## src/rtl/router_pkg.sv

```systemverilog
// Shared types and constants for the router input-side write controller.
// State encoding is fixed so neighbouring blocks and debug probes agree on values.
package router_pkg;

    localparam int          ADDR_W       = 2;
    localparam logic [1:0]  INVALID_ADDR = 2'd3;

    typedef enum logic [2:0] {
        DECODE_ADDRESS     = 3'd0,
        LOAD_FIRST_DATA    = 3'd1,
        LOAD_DATA          = 3'd2,
        LOAD_PARITY        = 3'd3,
        FIFO_FULL_STATE    = 3'd4,
        LOAD_AFTER_FULL    = 3'd5,
        WAIT_TILL_EMPTY    = 3'd6,
        CHECK_PARITY_ERROR = 3'd7
    } state_t;

endpackage

```

## src/rtl/router_fsm.sv

```systemverilog
// Packet write sequencer: decodes the destination from the header byte and
// steps header, payload and parity writes into the selected router FIFO.
module router_fsm
    import router_pkg::*;
#(
    parameter int NUM_PORTS = 3
) (
    input  logic                 clock,
    input  logic                 resetn,
    input  logic                 pkt_valid,
    input  logic [ADDR_W-1:0]    data_in,
    input  logic                 fifo_full,
    input  logic [NUM_PORTS-1:0] fifo_empty,
    input  logic [NUM_PORTS-1:0] soft_reset,
    input  logic                 parity_done,
    input  logic                 low_pkt_valid,
    output logic                 detect_add,
    output logic                 lfd_state,
    output logic                 ld_state,
    output logic                 laf_state,
    output logic                 full_state,
    output logic                 write_enb_reg,
    output logic                 rst_int_reg,
    output logic                 busy
);

    localparam int SEL_W = 1 << ADDR_W;

    state_t            state_reg;
    state_t            state_next;
    logic [ADDR_W-1:0] addr_reg;

    // Flags padded to the full address range so the invalid address reads as 0.
    logic [SEL_W-1:0] empty_ext;
    logic [SEL_W-1:0] soft_ext;

    assign empty_ext = {{(SEL_W-NUM_PORTS){1'b0}}, fifo_empty};
    assign soft_ext  = {{(SEL_W-NUM_PORTS){1'b0}}, soft_reset};

    always_ff @(posedge clock or negedge resetn) begin
        if (!resetn) begin
            state_reg <= DECODE_ADDRESS;
            addr_reg  <= '0;
        end else begin
            state_reg <= state_next;
            if (state_reg == DECODE_ADDRESS && pkt_valid)
                addr_reg <= data_in;
        end
    end

    always_comb begin
        state_next = state_reg;
        case (state_reg)
            DECODE_ADDRESS: begin
                if (pkt_valid && data_in != INVALID_ADDR)
                    state_next = empty_ext[data_in] ? LOAD_FIRST_DATA : WAIT_TILL_EMPTY;
            end
            LOAD_FIRST_DATA: state_next = LOAD_DATA;
            LOAD_DATA: begin
                if (fifo_full)
                    state_next = FIFO_FULL_STATE;
                else if (!pkt_valid)
                    state_next = LOAD_PARITY;
            end
            LOAD_PARITY: state_next = CHECK_PARITY_ERROR;
            CHECK_PARITY_ERROR:
                state_next = fifo_full ? FIFO_FULL_STATE : DECODE_ADDRESS;
            FIFO_FULL_STATE: begin
                if (!fifo_full)
                    state_next = LOAD_AFTER_FULL;
            end
            LOAD_AFTER_FULL: begin
                if (parity_done)
                    state_next = DECODE_ADDRESS;
                else if (low_pkt_valid)
                    state_next = LOAD_PARITY;
                else
                    state_next = LOAD_DATA;
            end
            WAIT_TILL_EMPTY: begin
                if (empty_ext[addr_reg])
                    state_next = LOAD_FIRST_DATA;
            end
            default: state_next = DECODE_ADDRESS;
        endcase

        // A timed-out FIFO abandons the packet from anywhere past address decode.
        if (state_reg != DECODE_ADDRESS && soft_ext[addr_reg])
            state_next = DECODE_ADDRESS;
    end

    assign detect_add    = (state_reg == DECODE_ADDRESS);
    assign lfd_state     = (state_reg == LOAD_FIRST_DATA);
    assign ld_state      = (state_reg == LOAD_DATA);
    assign laf_state     = (state_reg == LOAD_AFTER_FULL);
    assign full_state    = (state_reg == FIFO_FULL_STATE);
    assign rst_int_reg   = (state_reg == CHECK_PARITY_ERROR);
    assign write_enb_reg = (state_reg == LOAD_FIRST_DATA) || (state_reg == LOAD_DATA) ||
                           (state_reg == LOAD_PARITY)     || (state_reg == LOAD_AFTER_FULL);
    assign busy          = !((state_reg == DECODE_ADDRESS) || (state_reg == LOAD_DATA));

endmodule

```

## config.mk

```make
export PLATFORM = sky130hd
export DESIGN_NAME = router_fsm
export DESIGN_NICKNAME = d
export VERILOG_FILES = /design/src/rtl/router_pkg.sv /design/src/rtl/router_fsm.sv
export SDC_FILE = /design/constraint.sdc
export NUM_CORES = 1
export LEC_CHECK = 0
export ABC_AREA = 1
export CORE_AREA = 2 2 39 41
export CTS_CLUSTER_DIAMETER = 60
export DETAILED_ROUTE_END_ITERATION = 12
export DIE_AREA = 0 0 41 43
export PLACE_DENSITY = 0.72
export SYNTH_ARGS = -nofsm -noshare
export SYNTH_HDL_FRONTEND = slang
export SYNTH_SLANG_ARGS = --single-unit
```

## constraint.sdc

```tcl
create_clock -name clock -period 3.53 [get_ports clock]
set_input_delay 1.059 -clock clock [delete_from_list [all_inputs] [get_ports clock]]
set_output_delay 1.059 -clock clock [all_outputs]
set_load 0.1 [all_outputs]
```

Word-level counts from Yosys, hierarchy flattened

Index checks and enable logic that the tools add are counted.

Output and inout bits: 8
Flip-flop bits (word level): 5
Logic and storage cells: 44
Bits of input ports: 14

Magnitude comparators: 2
Equality and inequality tests: 12
Mux-type cells: 17
Reductions and logical operators: 11

Operators with widths:

| kind                                                                          | number |
|---|---|
| 3-bit two-way mux                                                             | 8 |
| 3-bit case mux with 8 select lines                                            | 1 |
| 3-bit == test (second input constant)                                         | 4 |
| 1-bit binary-select mux with 2-bit select                                     | 3 |
| 3-bit by 2-bit == test with 1-bit output (second input constant)              | 2 |
| 2-bit by 3-bit less-than comparator with 1-bit output (second input constant) | 2 |
| 1-bit logical OR                                                              | 4 |
| 1-bit two-way mux                                                             | 4 |
| 4-bit by 3-bit != test with 1-bit output (second input constant)              | 1 |
| 4-bit AND reduction                                                           | 1 |
| 3-bit by 1-bit == test with 1-bit output (second input constant)              | 1 |
| 1-bit logical AND                                                             | 3 |
| 3-bit logical NOT                                                             | 1 |
| 3-bit by 1-bit != test with 1-bit output (second input constant)              | 1 |
| 3-bit by 2-bit != test with 1-bit output (second input constant)              | 1 |
| 3-bit != test (second input constant)                                         | 1 |
| 3-bit nonzero test                                                            | 1 |
| 2-bit two-way mux                                                             | 1 |
| 2-bit != test (second input constant)                                         | 1 |
| 1-bit logical NOT                                                             | 1 |

Longest topological paths before layout

Gate-level depths: netlist of the first run.

Word-level depth: 6
Depth in mapped cells: 9
Depth with buffers taken out: 9

Worst setup path before layout of the first run

OpenSTA, ideal clock, no wires.

Kind: reg-to-output
From: reg state_reg[2]
To: out ld_state
Path slack: 607 ps
Buffers on the path: 0
Data required time: 2471 ps
Stages on the path, launching flop included: 4
Data arrival time: 1864 ps
Cells stage by stage: dfrtp_1 -> inv_2 -> nand2_2 -> nor2_1

Word-level cells in the longest chain between the ends: 1

RTL lines:

| element                                  | RTL line         | RTL |
|---|---|---|
| from (decl)                              | router_fsm.sv:29 | `state_t state_reg;` |
| from (signal assigned)                   | router_fsm.sv:45 | `state_reg <= state_next;` |
| 3-bit by 2-bit == test with 1-bit output | router_fsm.sv:94 | `assign ld_state = (state_reg == LOAD_DATA);` |
| to (decl)                                | router_fsm.sv:19 | `output logic ld_state,` |

No other way between the ends.

Worst setup path in the final report of the first run

From: reg state_reg[0]
To: out detect_add

Word-level cells in the longest chain between the ends: 1

RTL lines:

| element           | RTL line         | RTL |
|---|---|---|
| 3-bit logical NOT | router_fsm.sv:92 | `assign detect_add = (state_reg == DECODE_ADDRESS);` |
| to (decl)         | router_fsm.sv:17 | `output logic detect_add,` |

No other way between the ends.

==> flow_summary.toml, run 1 <==
[routing]
wl_met1_microns = 494
wl_per_cell_microns = 8.70
drc = 0
drt_iter0_drc = 9
routed.top_layer = "met3"
wl_met2_microns = 529
dr_wl_met3_microns = 117
drtAntennaViolNets = 0
vias = 590
routed_wl_microns = 1140
viasPerCell = 4.50
first_pass_iters = 4

[worst_setup_path]
crit_chain = "nor2_1 > nand2_1 > inv_1 > buf_4"
crit_path_end_kind = "primary output"
rr_startpoint = "state_reg[0]"
startpoint_type = "flop"
r2r_setup_slack_ns = 2.24
r2r_cells = 8
reg2reg_to = "state_reg[2]"
cp_slowest_cell = "dfrtp_1"
critical_path_class = "reg -> out"
crit_fanout = 8
required_ns = 2.47
slowest_delay_ns = 0.44
crit_arrival_ns = 1.40

[die]
die_w_microns = 41
design.die.area_sq_um = 1760
die_h_microns = 43
ios = 22
fp.coreArea_sq_um = 1380
core.rowCount = 14
initial_core_util_pct = 35.4

[clocking]
cts.sinks = 5
postCtsHoldBufs = 0
clk_path_buf_depth = 2
root_buffer = "clkbuf_4"
cts_resized = 0
clk_latency_ns = 0.24
cts.clk_slew.worst_paths_ns = 0.04
cts_tree = "done"
cts_setup_buffers = 0
numCtsBuffers = 3
h-tree-depth = 1

[global_route]
grt_use_total_pct = 16.0
grt_pass1_vias = 508
antenna_found_initial = 0
overflow = 0
grt_pass1_wl_microns = 1920
grt_max_degree = 9

[synth]
synthCells = 90
seq_area_frac_synth_pct = 25.6
yosysWarnings = 0
ys_types = 14
avgSynthCellArea_sq_um = 5.44
synth-seq-cells = 5
synth_area_sq_um = 489
syn_nets = 104

[finish]
drive_above_1_share_pct = 14.8
most-common-layout-cells = "nand2_1, inv_1, nor2_1"
synthToLayoutAreaGrowth_pct = 48.3
nets = 130
largest_register_ffs = 3
diodes = 0
layout.cells.most_common = "nand2_1"

[sta]
setup_viol = 0
tightest_slew_ns = 0.279
hold_viol_final = 0
max_slew_margin_pct = 81.5
tns_ns = 0
slew_viol_final = 0
rsz0062_at_grt = "no"
fmax_mhz = 407
clock_skew_ns = 0.00563
layout_min_cycle_time_ns = 2.45
period_share_pct = 69.5

[worst_hold_path]
hold_path_depth = 2
whs_endpoint = "addr_reg[0]"
hold_path_class = "reg -> reg"
min_from = "addr_reg[0]"

[placed_design]
gp_congestion = 0.756
buffer_ports.inserted = 21
dp_hpwl_microns = 964

[flow_run]
max_cap_viol_count = 0

[outcome]
outcome = "completed"
==> metal layers <==
metal	global-route usage, %	vias up
met5	0	-
met4	4.00	0
li1	-	325
met1	18.5	242
met2	26.3	23
met3	6.28	0
==> Yosys cell counts <==
library cell | number | area (sq um)
nand3_2 | 1 | 10.0
nand2_1 | 24 | 90.1
nand2_2 | 1 | 6.26
inv_1 | 18 | 67.6
nand3_1 | 10 | 50.1
nand3b_1 | 1 | 7.51
inv_2 | 2 | 7.51
or2_1 | 1 | 6.26
nor2_2 | 1 | 6.26
dfrtp_1 | 5 | 125
o21ai_0 | 6 | 30.0
nor2_1 | 15 | 56.3
a21oi_1 | 4 | 20.0
or2_2 | 1 | 6.26
==> critical path: cells and delay by family (launching register included) <==
kind / cells / cell delay, ns
buffers and inverters: 2 / 0.42
DFF: 1 / 0.44
and+or+nand+nor: 2 / 0.29
==> cell type report <==
cell class	instances	area, sq um
fillers	152	658
clock buffers	4	26.3
flip-flops and latches	5	125
inverters	20	75.1
multi-input cells	65	289
repair buffers	21	190
well taps	16	20.0
==> cells by family after synthesis <==
group | share of synthesized area [%]
buffers and inverters | 15.3
AO/OA/AOI/OAI | 10.2
AND/OR/NAND/NOR | 48.9
flip-flops | 25.6
==> stage by stage <==
step | setup WS (ns) | instance area, sq um | hold slack, ns | instances | util, %
6_report | 1.08 | 726 | 0.572 | 131 | 52.4
5_1_grt | 0.919 | 726 | 0.623 | 131 | 52.4
4_1_cts | 1.08 | 726 | 0.580 | 131 | 52.4
3_5_place_dp | 1.21 | 699 | 0.570 | 127 | 50.5
3_3_place_gp | 1.25 | 699 | 0.565 | 127 | 50.5
2_1_floorplan | 0.607 | 489 | 0.509 | 90 | -
==> worst max path at each step <==
stage / start / slack, ns / to
3_5_place_dp: data_in[1] / 1.21 / state_reg[1]
4_1_cts: state_reg[0] / 1.08 / detect_add
2_1_floorplan: state_reg[2] / 0.61 / ld_state
3_3_place_gp: data_in[1] / 1.25 / state_reg[1]
5_1_grt: state_reg[0] / 0.92 / detect_add
6_report: state_reg[0] / 1.08 / detect_add
Power of run 1 is not shown: default switching activity piles up to over one toggle a cycle in this logic, so the estimate is an artifact.
==> run 2, diff against run 1 <==
CORE_AREA = unset   (was 2 2 39 41)
CORE_MARGIN = 1   (was unset)
CORE_UTILIZATION = 35   (was unset)
DIE_AREA = unset   (was 0 0 41 43)
clock period = 2.08 ns   (was 3.53 ns; I/O delays follow)
==> run 2 against run 1 <==
Net effect: non-clock buffer count is the same; global-route usage grew 4.2 points; design area grew 15%; wire length grew 7.1%; first-iteration DRC count grew 110%; sequential share of layout area shrank 2.1 points; sequential cell count is the same; register-to-register slack lost 1.5 ns.
==> flow_summary.toml, run 2 (same netlist as run 1, synthesis figures left out) <==
[clocking]
postCtsHoldBufs = 0
cts_setup_buffers = 0
clk_path_buf_depth = 2
cts.sinks = 5
cts_tree = "done"
cts.clk_slew.worst_paths_ns = 0.04
h-tree-depth = 1
cts_resized = 0
clk_latency_ns = 0.23
numCtsBuffers = 3
root_buffer = "clkbuf_4"

[worst_setup_path]
crit_path_end_kind = "primary output"
crit_fanout = 8
r2r_cells = 8
required_ns = 1.46
critPathLaunch = "state_reg[0]"
endpoint = "detect_add"
critical_path_class = "reg -> out"
rr_startpoint = "state_reg[2]"
crit_arrival_ns = 1.31
startpoint_type = "flop"
r2r_setup_slack_ns = 0.78
reg2reg_to = "state_reg[2]"

[finish]
synthToLayoutAreaGrowth_pct = 70.3
largest_register_ffs = 3
drive_above_1_share_pct = 18.3
layout.cells.most_common = "nand2_1"
n_fill_cell = 124
nets = 130
most-common-layout-cells = "nand2_1, inv_1, clkdlybuf4s50_1"
regArea_sq_um = 126
diodes = 0
multi_input_area_sq_um = 297

[routing]
drtAntennaViolNets = 0
drc = 0
viasPerCell = 4.61
vias = 599
wl_per_cell_microns = 9.39
routed_wl_microns = 1220
drt_iter0_drc = 19
first_pass_iters = 4

[die]
ios = 22
fp.coreArea_sq_um = 1300
design.die.area_sq_um = 1550
die_w_microns = 39.4
die_h_microns = 39.4
initial_core_util_pct = 37.6
core.rowCount = 13

[placed_design]
gp_congestion = 0.888
dp_hpwl_microns = 1050
buffer_ports.inserted = 21

[outcome]
outcome = "completed"

[sta]
max_slew_margin_pct = 83.5
hold_viol_final = 0
period_share_pct = 93.1
hold_ws_ns = 0.576
slew_viol_final = 0
tightest_slew_ns = 0.247
clock_skew_ns = 0.000698
tns_ns = 0
fmax_mhz = 516
rsz0062_at_grt = "no"
layout_min_cycle_time_ns = 1.94
setup_viol = 0

[global_route]
antenna_found_initial = 0
overflow = 0
grt_pass1_vias = 496
grt_pass1_wl_microns = 2040
grt_use_total_pct = 20.1
grt_max_degree = 9

[flow_run]
max_cap_viol_count = 0

[worst_hold_path]
hold_path_class = "reg -> reg"
min_from = "addr_reg[0]"
## run 2: cell counts in the layout (fill, tap and decap cells not counted)
No cell type changed its count.
## run 2: how the worst min path moves through the flow
stage	endpoint	slack, ns	depth (start not counted)
after floorplan	addr_reg[0]	0.33	0
after global placement	addr_reg[0]	0.57	2
after detailed placement	addr_reg[0]	0.57	2
after CTS	addr_reg[0]	0.58	2
after global routing	addr_reg[1]	0.60	1
final	addr_reg[0]	0.58	2
## run 2: area by class of cell
type,instances,share of cell area (%)
Inverter,20,9.01
Clock buffer,4,3.15
Timing Repair Buffer,21,34.8
Multi-Input combinational cell,65,35.6
Tap cell,15,2.25
Sequential cell,5,15.2
## run 2: worst max-delay path: stages (launching register included)
cell,delay [ns]
dfrtp_1,0.45
nor2_1,0.16
nand2_1,0.11
inv_1,0.15
buf_12,0.19
## run 2: through the flow
step           util [%]  std cells  instance area (sq um)  worst slack [ns]
2_1_floorplan         -         90                    497            0.0450
3_3_place_gp       61.9        126                    806             0.191
3_5_place_dp       61.9        126                    806             0.175
4_1_cts            63.9        130                    832            0.0945
5_1_grt            64.0        130                    833            0.0191
6_report           64.0        130                    833             0.143
## run 2: per-layer routing
| metal | vias up | part of all wire, % | global-route usage [%] |
|---|---|---|---|
| li1 | 330 | - | - |
| met1 | 256 | 48 | 25.4 |
| met2 | 13 | 49 | 31.3 |
| met3 | 0 | 2.9 | 3.41 |
| met4 | 0 | 0 | 12.9 |
| met5 | - | 0 | 0 |
Power of run 2 is left out for the same reason.
==> run 3, diff against run 2 <==
CTS_BUF_LIST = sky130_fd_sc_hd__clkbuf_4 sky130_fd_sc_hd__clkbuf_8 sky130_fd_sc_hd__clkbuf_16   (was unset)
SLEW_MARGIN = 40   (was unset)
==> run 3 against run 2 <==
Net effect: clock-buffer cell count did not move; final cell count unchanged; utilization increased by 0.29 points; worst setup slack lost 0.00070 ns; design area up 0.45%; critical path depth unchanged; die area unchanged; wire length hardly changed; sequential cell count unchanged; critical path type unchanged.
==> flow_summary.toml, run 3 (same netlist as run 1, synthesis figures left out) <==
[sta]
hold_viol_final = 0
clock_skew_ns = 0.000584
layout_min_cycle_time_ns = 1.94
max_slew_margin_pct = 83.5
period_share_pct = 93.2
tns_ns = 0
setup_viol = 0
slew_viol_final = 0
tightest_slew_ns = 0.247
fmax_mhz = 516
rsz0062_at_grt = "no"

[placed_design]
dp_hpwl_microns = 1050
buffer_ports.inserted = 21
gp_congestion = 0.888

[worst_hold_path]
min_from = "addr_reg[0]"
whs_endpoint = "addr_reg[0]"
hold_path_class = "reg -> reg"
hold_path_depth = 2

[worst_setup_path]
rr_startpoint = "state_reg[2]"
critical_path_class = "reg -> out"
cp_slowest_cell = "dfrtp_1"
r2r_setup_slack_ns = 0.78
crit_chain = "nor2_1 > nand2_1 > inv_1 > buf_12"
critPathLaunch = "state_reg[0]"
crit_path_end_kind = "primary output"
reg2reg_to = "state_reg[2]"
slowest_delay_ns = 0.45
startpoint_type = "flop"
crit_fanout = 8
r2r_cells = 8
crit_arrival_ns = 1.31
required_ns = 1.46

[clocking]
root_buffer = "clkbuf_4"
clk_path_buf_depth = 2
cts.clk_slew.worst_paths_ns = 0.04
h-tree-depth = 1
clk_latency_ns = 0.23
cts.sinks = 5
postCtsHoldBufs = 0
cts_tree = "done"
cts_setup_buffers = 0
numCtsBuffers = 3

[routing]
viasPerCell = 4.61
vias = 599
routed_wl_microns = 1220
drtAntennaViolNets = 0
wl_per_cell_microns = 9.40
drt_iter0_drc = 19
first_pass_iters = 5
drc = 0

[finish]
synthToLayoutAreaGrowth_pct = 71.1
diodes = 0
n_fill_cell = 124
largest_register_ffs = 3
drive_above_1_share_pct = 19.1
layout.cells.most_common = "nand2_1"
most-common-layout-cells = "nand2_1, inv_1, clkdlybuf4s50_1"
multi_input_area_sq_um = 297
regArea_sq_um = 126
nets = 130

[die]
core.rowCount = 13
fp.coreArea_sq_um = 1300
initial_core_util_pct = 37.6
die_w_microns = 39.4
ios = 22
design.die.area_sq_um = 1550
die_h_microns = 39.4

[global_route]
grt_pass1_wl_microns = 2030
antenna_found_initial = 0
grt_max_degree = 9
overflow = 0
grt_use_total_pct = 19.8
grt_pass1_vias = 496

[flow_run]
max_cap_viol_count = 0

[outcome]
outcome = "completed"
-- run 3: cell counts in the layout (fill, tap and decap cells not counted) --
No cell type changed its count.
-- run 3: metal layers --
metal,share of wire (%),vias up,GRT usage [%],routed length (microns)
li1,-,329,-,-
met1,49,260,25.4,595
met2,49,10,31.3,593
met3,2.6,0,3.41,32
met4,0,0,10.3,0
met5,0,-,0,0
-- run 3: cell type report --
| cell class | instances | share of cell area [%] |
|---|---|---|
| Timing Repair Buffer | 21 | 34.7 |
| Multi-Input combinational cell | 65 | 35.4 |
| Inverter | 20 | 8.97 |
| Sequential cell | 5 | 15.1 |
| Clock buffer | 4 | 3.59 |
| Tap cell | 15 | 2.24 |
-- run 3: worst max-delay path by stage --
stage | to | slack [ns] | depth (start not counted)
floorplan | ld_state | 0.04 | 3
global placement | state_reg[1] | 0.19 | 8
detailed placement | state_reg[1] | 0.18 | 8
CTS | busy | 0.1 | 5
global route | busy | 0.02 | 5
finish | detect_add | 0.14 | 4
-- run 3: timing repair --
action | CTS | global route
endpoints found under the setup margin | 0 | 1
endpoints found under the hold margin | 0 | 0
resized for setup | 0 | 1
-- run 3: worst max-delay path: cells and delay by family, from the launching register on --
kind	cells	cell delay, ns
flops	1	0.45
buf+inv	2	0.35
simple gates	2	0.27
-- run 3: metrics by stage --
step / util, % / area (sq um) / worst slack, ns / hold slack (ns) / std cells
final: 64.3 / 837 / 0.142 / 0.576 / 130
after CTS: 64.2 / 836 / 0.0985 / 0.576 / 130
after global placement: 61.9 / 806 / 0.191 / 0.568 / 126
after detailed placement: 61.9 / 806 / 0.175 / 0.566 / 126
after floorplan: - / 497 / 0.0450 / 0.328 / 90
after global routing: 64.3 / 837 / 0.0218 / 0.601 / 130
Power of run 3 is left out for the same reason.
